`config.mk`:
```
export PLATFORM = sky130hd
export DESIGN_NAME = mlp_feature_sequencer
export DESIGN_NICKNAME = d
export VERILOG_FILES = /design/src/rtl/mlp_feature_sequencer.sv
export SDC_FILE = /design/constraint.sdc
export NUM_CORES = 1
export LEC_CHECK = 0
export ABC_AREA = 0
export BUFFER_PORTS_ARGS = -buffer_cell sky130_fd_sc_hd__buf_2
export CORE_MARGIN = 5
export CORE_UTILIZATION = 55
export CTS_CLUSTER_SIZE = 30
export DETAILED_ROUTE_END_ITERATION = 12
export PLACE_DENSITY_LB_ADDON = 0.25
export SETUP_SLACK_MARGIN = 0.4
export SLEW_MARGIN = 5
export SYNTH_ARGS = -nofsm -noshare
export SYNTH_HDL_FRONTEND = slang
export SYNTH_SLANG_ARGS = --single-unit
```
`constraint.sdc`:
```
create_clock -name clk -period 3.3 [get_ports clk]
set_clock_uncertainty 0.2 [all_clocks]
set_input_delay 0.165 -clock clk [delete_from_list [all_inputs] [get_ports clk]]
set_output_delay 0.165 -clock clk [all_outputs]
set_load 0.05 [all_outputs]
```
`src/rtl/mlp_feature_sequencer.sv`:
```
// mlp_feature_sequencer: packs nibble-wide features from a valid/ready stream
// into the flat input word of the combinational MLP classifier, holds the word
// for a settle time, then presents the sampled class index with a sample index.
// Optional macro MLP_SEQ_FAULT_CMP_EN adds a comparison against a golden
// classifier output, with a per-result mismatch flag and a saturating counter.
module mlp_feature_sequencer #(
  parameter int N_FEAT = 7,
  parameter int FEAT_W = 4,
  parameter int CLS_W  = 2,
  parameter int SETTLE = 4,
  parameter int IDX_W  = 16
) (
  input  logic                     clk,
  input  logic                     rst,
  input  logic                     s_valid,
  output logic                     s_ready,
  input  logic [FEAT_W-1:0]        s_data,
  input  logic                     s_last,
  output logic [N_FEAT*FEAT_W-1:0] clf_inp,
  input  logic [CLS_W-1:0]         clf_out,
  output logic                     m_valid,
  input  logic                     m_ready,
  output logic [CLS_W-1:0]         m_class,
  output logic [IDX_W-1:0]         m_index,
  output logic                     err_len
`ifdef MLP_SEQ_FAULT_CMP_EN
  ,
  input  logic [CLS_W-1:0]         clf_out_ref,
  output logic                     m_mismatch,
  output logic [IDX_W-1:0]         mismatch_cnt
`endif
);

  localparam int              BC_W        = (N_FEAT > 1) ? $clog2(N_FEAT) : 1;
  localparam logic [BC_W-1:0] LAST_BEAT   = BC_W'(N_FEAT - 1);
  localparam logic [7:0]      SETTLE_INIT = 8'(SETTLE - 1);

  typedef enum logic [1:0] {ST_LOAD, ST_SETTLE, ST_HOLD} state_t;

  state_t           state;
  state_t           next_state;
  logic [BC_W-1:0]  beat_cnt;
  logic [7:0]       settle_cnt;
  logic [IDX_W-1:0] sample_cnt;
  logic             accept;
  logic             final_beat;
  logic             early_last;
  logic             capture;
  logic             result_taken;

  // Decode the stream and timing events shared by the FSM and the datapath.
  always_comb begin
    accept       = (state == ST_LOAD) && s_valid && s_ready;
    final_beat   = accept && (beat_cnt == LAST_BEAT);
    early_last   = accept && s_last && (beat_cnt != LAST_BEAT);
    capture      = (state == ST_SETTLE) && (settle_cnt == 8'd0);
    result_taken = (state == ST_HOLD) && m_valid && m_ready;
  end

  // Next-state logic: load a frame, wait for the classifier, hold the result.
  always_comb begin
    next_state = state;
    case (state)
      ST_LOAD:   if (final_beat)   next_state = ST_SETTLE;
      ST_SETTLE: if (capture)      next_state = ST_HOLD;
      ST_HOLD:   if (result_taken) next_state = ST_LOAD;
      default:                     next_state = ST_LOAD;
    endcase
  end

  // State register.
  always_ff @(posedge clk) begin
    if (rst) state <= ST_LOAD;
    else     state <= next_state;
  end

  // Input side: beat counting, slot writes, framing errors and registered ready.
  always_ff @(posedge clk) begin
    if (rst) begin
      beat_cnt <= '0;
      clf_inp  <= '0;
      s_ready  <= 1'b0;
      err_len  <= 1'b0;
    end else begin
      s_ready <= (next_state == ST_LOAD);
      err_len <= early_last || (final_beat && !s_last);
      if (accept) begin
        if (early_last) begin
          beat_cnt <= '0;
        end else begin
          clf_inp[beat_cnt*FEAT_W +: FEAT_W] <= s_data;
          beat_cnt <= final_beat ? '0 : beat_cnt + 1'b1;
        end
      end
    end
  end

  // Output side: settle countdown, class capture and result handshake.
  always_ff @(posedge clk) begin
    if (rst) begin
      settle_cnt <= '0;
      sample_cnt <= '0;
      m_valid    <= 1'b0;
      m_class    <= '0;
      m_index    <= '0;
    end else begin
      if (final_beat)
        settle_cnt <= SETTLE_INIT;
      else if ((state == ST_SETTLE) && !capture)
        settle_cnt <= settle_cnt - 8'd1;
      if (capture) begin
        m_class    <= clf_out;
        m_index    <= sample_cnt;
        m_valid    <= 1'b1;
        sample_cnt <= sample_cnt + 1'b1;
      end else if (result_taken) begin
        m_valid <= 1'b0;
      end
    end
  end

`ifdef MLP_SEQ_FAULT_CMP_EN
  // Compare the classifier against the golden reference at each capture.
  always_ff @(posedge clk) begin
    if (rst) begin
      m_mismatch   <= 1'b0;
      mismatch_cnt <= '0;
    end else if (capture) begin
      m_mismatch <= (clf_out != clf_out_ref);
      if ((clf_out != clf_out_ref) && (mismatch_cnt != '1))
        mismatch_cnt <= mismatch_cnt + 1'b1;
    end
  end
`else
  // Without the comparator there is no golden input and no mismatch state.
`endif

endmodule
```
Word level (Yosys, flattened, before mapping)
Cells that the tools add are included.
{"block": "totals", "regBits": 78, "in_bits": 11, "output_inout_bits": 49, "elab_cells": 53}
{"block": "classes", "n_addsub": 4, "n_eq_ne": 4, "shifts": 2, "mux": 11, "bitwise": 1, "n_reduce_logical": 20}
{"operator": "$neg 5->34", "n": 1}
{"operator": "$shift 4x34->28 const A", "n": 1}
{"operator": "$shiftx 4x34->28", "n": 1}
{"operator": "$bwmux 28", "n": 1}
{"operator": "$add 16x1->16 const B", "n": 1}
{"operator": "$logic_and 1x1->1", "n": 10}
{"operator": "$mux 2", "n": 5}
{"operator": "$logic_not 8->1", "n": 1}
{"operator": "$sub 8x1->8 const B", "n": 1}
{"operator": "$mux 3", "n": 2}
{"operator": "$pmux 2 s3", "n": 1}
{"operator": "$logic_not 2->1", "n": 2}
{"operator": "$reduce_bool 2->1", "n": 2}
{"operator": "$add 3x1->3 const B", "n": 1}
{"operator": "$eq 3x3->1 const B", "n": 1}
{"operator": "$ne 3x3->1 const B", "n": 1}
{"operator": "$eq 2x1->1 const B", "n": 1}
{"operator": "$eq 2x2->1 const B", "n": 1}
{"operator": "$logic_not 1->1", "n": 2}
{"operator": "$mux 1", "n": 2}
{"operator": "$reduce_and 2->1", "n": 1}
{"operator": "$reduce_or 2->1", "n": 1}
{"operator": "$logic_or 1x1->1", "n": 1}
{"operator": "$not 1->1", "n": 1}

Depth between registers and ports, before layout
Gate-level depths: netlist of run 1.
{"block": "depth", "ltp_word": 7, "ltp_mapped": 7, "mapped_depth_nobuf": 7}

Worst setup path before layout of run 1
OpenSTA, ideal clock, no wires.
{"block": "synth_path", "kind": "reg2reg", "startpoint": "register beat_cnt[0]", "endpoint": "register clf_inp[16]", "setup_ps": 132, "t_arrival_ps": 1955, "t_required_ps": 2968, "setup_slack_ps": 1013, "path_stages_with_launch": 8, "path_buffers": 0, "synth_period_minus_slack_ps": 2287, "cell_sequence": "dfxtp_1 inv_1 ha_1 ha_1 inv_1 or4_1 o21ai_1 a21oi_1"}
{"block": "synth_via", "elab_chain_cells": 4, "elab_cells_between_ends": 8, "cone_classes": "add/sub: 1; eq/ne: 1; shift: 2; mux: 1; bitwise: 1; reduce/logical: 2"}
{"element": "start: declaration", "line_no": "42", "rtl": "logic [BC_W-1:0] beat_cnt;"}
{"element": "start signal: assignment", "line_no": "92", "rtl": "beat_cnt <= final_beat ? '0 : beat_cnt + 1'b1;"}
{"element": "parallel branches: the longest is 4 deep, another holds $neg 5->34"}
{"element": "end signal: indexed assignment", "line_no": "91", "rtl": "clf_inp[beat_cnt*FEAT_W +: FEAT_W] <= s_data;"}
{"element": "end: declaration", "line_no": "19", "rtl": "output logic [N_FEAT*FEAT_W-1:0] clf_inp,"}
Several ways; the timed one is not identified.
A chain may end at the register's enable or synchronous reset.

Worst setup path after layout of run 1
{"block": "layout_path", "startpoint": "register beat_cnt[0]", "endpoint": "register clf_inp[13]"}
The elaborated chain is that of the path after synthesis.

==> impl_results.md, run 1 <==
* Router iterations before antenna repair at 4
* DRT antenna net count at 0
* Core Area at 5991 um^2
* Chip width at 89.02 um
* Clock Sink Count at 78
* Comb pwr share at 4.5%
* Switching share of power at 22.45%
* Leak Pwr at 1.641 nW
* Crit path kind: reg2reg
* Die H at 89.02 um
* Slew headroom at 47.68%
* Sequential share of the synthesized area at 45.46%
* Syn Inst Count at 388
* Maximum Capacitance Violations at 0
* Synth Warn # at 0
* Vias per cell at 5.542
* PwrDens at 440.2 nW/um^2
* Most common cell after layout, fill and taps aside: dfxtp_1
* Seq pwr share at 52.7%
* Die ar. at 7925 um^2
* Largest net degree at the start of global routing at 38
* Outcome: finished, final reports clean
* Synth cell types at 49
* CP endpoint kind: flop
* Vias in the first global route at 2800
* RSZ-0062 raised after global routing: no
* DP HPWL at 5031 um
* Buffers on Ports at 59
* Register clock-pin slew on the reported worst setup and hold paths at 80 ps
* Fillers at 466
* Clock buffer depth at 2
* Syn Nets at 408
* Initial antenna violation count at 0
* DRC viols at 0
* Setup TNS at 0 ps
* Worst Path Required at 3370 ps
* Ys flop type: dfxtp_1
* Starting Density at 57.33%
* TritonCTS clock tree: yes
* Critical Path Start Type: flop
* Pint at 1.393 mW
* Sw power at 0.4034 mW
* First-pass GRT wire length at 12540 um
* Final hold vios at 0
* Tot GR Track Use at 19.97%
* CP arrival at 2660 ps
* Clock power share at 42.8%
* Most frequent cells in the layout: 78 x dfxtp_1, 59 x buf_2, 51 x a21oi_1
* Post-Syn Area at 3435 um^2
* DP Worst Slack at 751.7 ps
* Area grow syn2layout at 18.83%
* Tot Pwr at 1.797 mW
* Post-synth EDFFs at 0
* IO Count at 60
* Via count at 2954
* Flops & latches, synth at 78
* Post-route worst setup slack at 714.5 ps
* Fin crit period at 2586 ps
* Synth Area per Inst at 8.852 um^2
* Slew Viols, Final at 0
* Multi-input logic area at 1773 um^2
* N_diodes at 0
* Async SR Flop Fraction at 0%
* Final period util at 78.35%
* Final Net Count at 473
* Highest Clock Rate at 0.3868 GHz
* Share of cells above drive strength 1 at 18.78%
* WHS at 131.7 ps
* Total CTS buffers at 9
* Later-pin clock latency in the skew report at 350 ps
* WL/cell at 14.00 um
* Final setup fails at 0
* Peak VDD IR at 0.3095 mV
* Residual overflow from global routing at 0
* Clock root buffer: clkbuf_8
* Post-CTS Setup Bufs at 0
* Final Routed Wirelength at 7461 um
* H-tree levels at 3
* Crit Path Max Fanout at 8
* Row cnt at 28
* Sequential cell area at 1562 um^2
* Worst-Margin Slew at 784.8 ps
* Gpl congestion at 0.8991
* Hold Path Class: in2reg
* DRT iter0 DRCs at 123
-- metal layers --
layer | wire [um] | GRT usage [%] | vias up
li1 | - | - | 1513
met1 | 3568 | 27.29 | 1379
met2 | 3465 | 31.04 | 56
met3 | 370 | 3.871 | 6
met4 | 57 | 8.254 | 0
met5 | 0 | 0 | -
-- area by class of cell --
| cell class | count | area share, % |
|---|---|---|
| Clock inverter | 6 | 2.115 |
| Multi-Input combinational cell | 284 | 43.44 |
| Timing Repair Buffer | 71 | 9.933 |
| Inverter | 9 | 0.8277 |
| Tap cell | 75 | 2.299 |
| Clock buffer | 10 | 3.127 |
| Sequential cell | 78 | 38.26 |
-- per-stage QoR --
step                      cell area, um^2  instances  util (%)
after floorplan                      3435        388         -
after global placement               3787        509     63.22
after detailed placement             3787        509     63.22
after CTS                            4081        533     68.13
after global routing                 4081        533     68.13
final                                4081        533     68.13
-- worst max-delay path, stage by stage, from the launching register on --
cell	delay [ps]
dfxtp_1	490
inv_1	160
ha_1	240
ha_1	370
nand2_1	90
a2111oi_2	630
nand3_1	160
a21oi_1	170
-- cells in the mapped netlist, types with 7 or more instances --
cell       n  area, um^2
nor2_1    33       123.9
xor2_1     7       61.31
o31ai_1    9       67.56
or4_1     11       82.58
nand4_1    7       43.79
dfxtp_1   78        1562
o21ai_1    7       35.03
nand2_1   49       183.9
inv_1      8       30.03
nand3_1   17       85.08
and2_1     9       56.30
clkbuf_1  14       52.55
a21oi_1   51       255.2
ha_1       9       112.6
mux2i_1   16       160.2
-- flip-flops by register name, summed over array words and instances (netlist names) --
name,count
clf_inp,28
m_index,16
s_ready,1
beat_cnt,3
m_valid,1
state,2
m_class,2
settle_cnt,8
err_len,1
sample_cnt,16
-- what timing repair did --
action / CTS / global route
hold buffers: 8 / 0
endpoints found under the hold margin: 17 / 0
resized for setup: 0 / 0
-- path summary, 6_finish.rpt --
kind	start	endpoint	slack (ps)	depth (start not counted)
setup / recovery	beat_cnt[0]	clf_inp[13]	710	7
hold / removal	rst	clf_inp[9]	130	2
setup reg to reg	beat_cnt[0]	clf_inp[13]	710	7
hold reg to reg	m_index[5]	m_index[5]	250	2
-- cells by family (layout without fill, tap and decap cells) --
group                      Yosys count  in the layout  synth area share (%)
and+or+nand+nor                    162            162                 24.95
AOI/OAI and AO/OA                   86             86                 15.85
DFF                                 78             78                 45.46
buffers and inverters               26             96                 2.914
muxes                               17             17                 4.991
xor gates and xnor gates            10             10                 2.550
adders and majority gates            9              9                 3.279
-- power groups by stage --
stage / Combinational [mW] / Sequential (mW) / Clock (mW)
3_3_place_gp: 0.0708 / 0.969 / 0
2_1_floorplan: 0.0393 / 0.977 / 0
6_report: 0.0800 / 0.947 / 0.770
5_1_grt: 0.0866 / 0.948 / 0.824
3_5_place_dp: 0.0716 / 0.969 / 0
4_1_cts: 0.0794 / 0.947 / 0.778
(Power assumes the default switching activity.)
==> run 2: changes to the inputs <==
--- a/config.mk
+++ b/config.mk
@@ -5,10 +5,10 @@
 export SDC_FILE = /design/constraint.sdc
 export NUM_CORES = 1
 export LEC_CHECK = 0
-export ABC_AREA = 0
+export ABC_AREA = 1
 export BUFFER_PORTS_ARGS = -buffer_cell sky130_fd_sc_hd__buf_2
 export CORE_MARGIN = 5
-export CORE_UTILIZATION = 55
+export CORE_UTILIZATION = 56
 export CTS_CLUSTER_SIZE = 30
 export DETAILED_ROUTE_END_ITERATION = 12
 export PLACE_DENSITY_LB_ADDON = 0.25
==> constraint.sdc (replaced) <==
create_clock -name clk -period 2.7 [get_ports clk]
set_clock_uncertainty 0.2 [all_clocks]
set_input_delay 0.135 -clock clk [delete_from_list [all_inputs] [get_ports clk]]
set_output_delay 0.135 -clock clk [all_outputs]
set_load 0.05 [all_outputs]
==> impl_results.md, run 2 <==
* Buffers on Ports at 59 (unchanged)
* Met1 GRT Util at 27.67% (was 27.29%)
* Highest Clock Rate at 0.4774 GHz (was 0.3868 GHz)
* DRT iter0 DRCs at 245 (was 123)
* Most numerous cell in the Yosys netlist: nand2_1 (was dfxtp_1)
* Chip width at 89.27 um (was 89.02 um)
* Seq pwr share at 51.5% (was 52.7%)
* Synth top area cells: dfxtp_1 44%, nand2_1 12%, nor2_1 10% (was dfxtp_1 45%, a21oi_1 7.4%, nand2_1 5.4%)
* Syn Inst Count at 508 (was 388)
* Total CTS buffers at 9 (unchanged)
* Area leader, netlist: dfxtp_1 (unchanged)
* Vias in the first global route at 3224 (was 2800)
* Worst-Margin Slew at 489.7 ps (was 784.8 ps)
* Core Area at 6026 um^2 (was 5991 um^2)
* Max reg flops at 28 (unchanged)
* Gpl congestion at 0.9574 (was 0.8991)
* TritonCTS clock tree: yes (unchanged)
* Hold Path Class: in2reg (unchanged)
* Most frequent cells in the layout: 116 x nand2_1, 95 x nor2_1, 76 x dfxtp_1 (was 78 x dfxtp_1, 59 x buf_2, 51 x a21oi_1)
* Async SR Flop Fraction at 0% (unchanged)
* Fin crit period at 2095 ps (was 2586 ps)
* Die ar. at 7968 um^2 (was 7925 um^2)
* Area grow syn2layout at 19.77% (was 18.83%)
* Tot GR Track Use at 22.42% (was 19.97%)
* Final Net Count at 596 (was 473)
* Pint at 1.713 mW (was 1.393 mW)
* Switching share of power at 23.86% (was 22.45%)
* Biggest register: clf_inp (unchanged)
* Vias per cell at 5.256 (was 5.542)
* Setup TNS at 0 ps (unchanged)
* Placed Area at 3887 um^2 (was 3787 um^2)
* Fillers at 533 (was 466)
* Crit path kind: reg2reg (unchanged)
* Post-Syn Area at 3518 um^2 (was 3435 um^2)
* CP arrival at 2150 ps (was 2660 ps)
* Comb pwr share at 5.1% (was 4.5%)
* Hold Path Depth at 4 (was 2)
* Final hold vios at 0 (unchanged)
* Flops & latches, synth at 78 (unchanged)
* Total placed cells including tap cells at 632 (was 509)
* Slew Viols, Final at 0 (unchanged)
* Final period util at 77.58% (was 78.35%)
* Critical Path Start Type: flop (unchanged)
* Most common cell after layout, fill and taps aside: nand2_1 (was dfxtp_1)
* Synth cell types at 29 (was 49)
* First-pass GRT wire length at 14020 um (was 12540 um)
* DP HPWL at 5862 um (was 5031 um)
* Worst reg-to-reg path cell count at 7 (unchanged)
* Initial antenna violation count at 0 (unchanged)
* Outcome: finished, final reports clean (unchanged)
* Starting Density at 58.39% (was 57.33%)
* Sequential share of the synthesized area at 44.38% (was 45.46%)
* Clock buffer depth at 2 (unchanged)
* CP endpoint kind: flop (unchanged)
* Worst Path Required at 2760 ps (was 3370 ps)
* PwrDens at 534.1 nW/um^2 (was 440.2 nW/um^2)
* Fin area at 4214 um^2 (was 4081 um^2)
* Final setup fails at 0 (unchanged)
* Post-synth EDFFs at 0 (unchanged)
* Router iterations before antenna repair at 4 (unchanged)
* Synth Area per Inst at 6.926 um^2 (was 8.852 um^2)
* Synth top area share at 44.38% (was 45.46%)
* Maximum Capacitance Violations at 0 (unchanged)
* IO Count at 60 (unchanged)
* N_diodes at 0 (unchanged)
* Synth Warn # at 0 (unchanged)
* RSZ-0062 raised after global routing: no (unchanged)
* Clock root buffer: clkbuf_8 (unchanged)
* Clock Sink Count at 78 (unchanged)
* Row cnt at 28 (unchanged)
* Later-pin clock latency in the skew report at 360 ps (was 350 ps)
* Slew headroom at 67.32% (was 47.68%)
* Crit Path Max Fanout at 7 (was 8)
* Leak Pwr at 1.864 nW (was 1.641 nW)
* Peak VDD IR at 0.3724 mV (was 0.3095 mV)
* Largest regs: clf_inp: 28 flops, m_index: 16 flops, sample_cnt: 16 flops (unchanged)
* Via count at 3448 (was 2954)
* Die H at 89.27 um (was 89.02 um)
* Ys flop type: dfxtp_1 (unchanged)
* DRT antenna net count at 0 (unchanged)
* GRT met3 Usage at 5.253% (was 3.871%)
* Residual overflow from global routing at 0 (unchanged)
* DRC viols at 0 (unchanged)
* Largest net degree at the start of global routing at 44 (was 38)
* WL/cell at 12.74 um (was 14.00 um)
* Sw power at 0.5371 mW (was 0.4034 mW)
* Clock power share at 43.4% (was 42.8%)
* Final Routed Wirelength at 8356 um (was 7461 um)
* Synth cell count leaders: 116 x nand2_1, 97 x nor2_1, 78 x dfxtp_1 (was 78 x dfxtp_1, 51 x a21oi_1, 49 x nand2_1)
* Syn Nets at 528 (was 408)
* Top Usage Layer GRT: met2 (unchanged)
* Share of cells above drive strength 1 at 16.18% (was 18.78%)
* H-tree levels at 3 (unchanged)
* Met2 usage at 37.71% (was 31.04%)
* Register clock-pin slew on the reported worst setup and hold paths at 80 ps (about the same)
* Post-route insts no fill at 656 (was 533)
run 2: changes by cell type after synthesis, sizes merged, moves of 11 or more:
cell   previous run  this run
inv               9        46
o21ai            14        32
mux2i            16         0
or4              11         0
nor2             33        98
nand2            49       117
run 2: power by group through the flow:
| stage | clock network (mW) | registers (mW) | logic, mW |
|---|---|---|---|
| final | 0.977 | 1.16 | 0.114 |
| after global routing | 1.05 | 1.16 | 0.125 |
| after CTS | 0.983 | 1.16 | 0.111 |
| after detailed placement | 0 | 1.19 | 0.102 |
| after global placement | 0 | 1.19 | 0.0999 |
| after floorplan | 0 | 1.20 | 0.0537 |
run 2: cell type report:
type	instances	area, um^2	area share [%]
inverter	47	177.7	4.216
clock buffer	9	123.9	2.939
multi-input combinational	366	1728	41.00
clock inverter	7	98.84	2.346
timing repair buffer	74	427.9	10.15
sequential	78	1564	37.11
tap	75	93.84	2.227
run 2: timing repair:
item | in CTS | in global routing
endpoints found under the setup margin | 0 | 26
endpoints found under the hold margin | 14 | 0
hold buffers | 8 | 0
gates resized for setup | 0 | 8
buffers inserted | 0 | 0
run 2: layer usage:
| metal | part of all wire (%) | wire length, um | vias to the layer above |
|---|---|---|---|
| met2 | 48 | 3990 | 100 |
| met4 | 1.9 | 161 | 0 |
| met5 | 0 | 0 | - |
| li1 | - | - | 1756 |
| met1 | 45 | 3728 | 1575 |
| met3 | 5.7 | 476 | 17 |
run 2: kinds of logic after synthesis:
kind of cell / count (synthesis) / share of synthesized area (%)
simple gates: 251 / 28.63
compound gates: 97 / 14.47
flops: 78 / 44.38
buf+inv: 64 / 7.077
xor+xnor: 9 / 2.241
fa+ha+maj: 9 / 3.201
run 2: critical path: stages, from the launching register on:
cell and delay, ps:
dfxtp_2 410, inv_1 100, ha_1 210, ha_1 350
nor2_1 270, nand3_2 210, o21ai_1 190, nor2_1 50
run 2: final timing paths:
check,start,to,slack (ps)
worst max-delay path,beat_cnt[0],clf_inp[27],610
worst min-delay path,rst,clf_inp[3],30
worst max register to register,beat_cnt[0],clf_inp[27],610
worst min register to register,settle_cnt[0],settle_cnt[0],270
run 2: through the flow:
stage                     power (mW)  util (%)  hold slack (ps)  setup WS (ps)
final                          2.251     69.93            32.75          605.4
after global routing           2.335     69.93            51.04          426.2
after CTS                      2.253     69.54            32.13          472.7
after detailed placement       1.288     64.51            190.9          475.8
after global placement         1.285     64.51            175.8          618.3
after floorplan                1.256         -            69.92          535.8
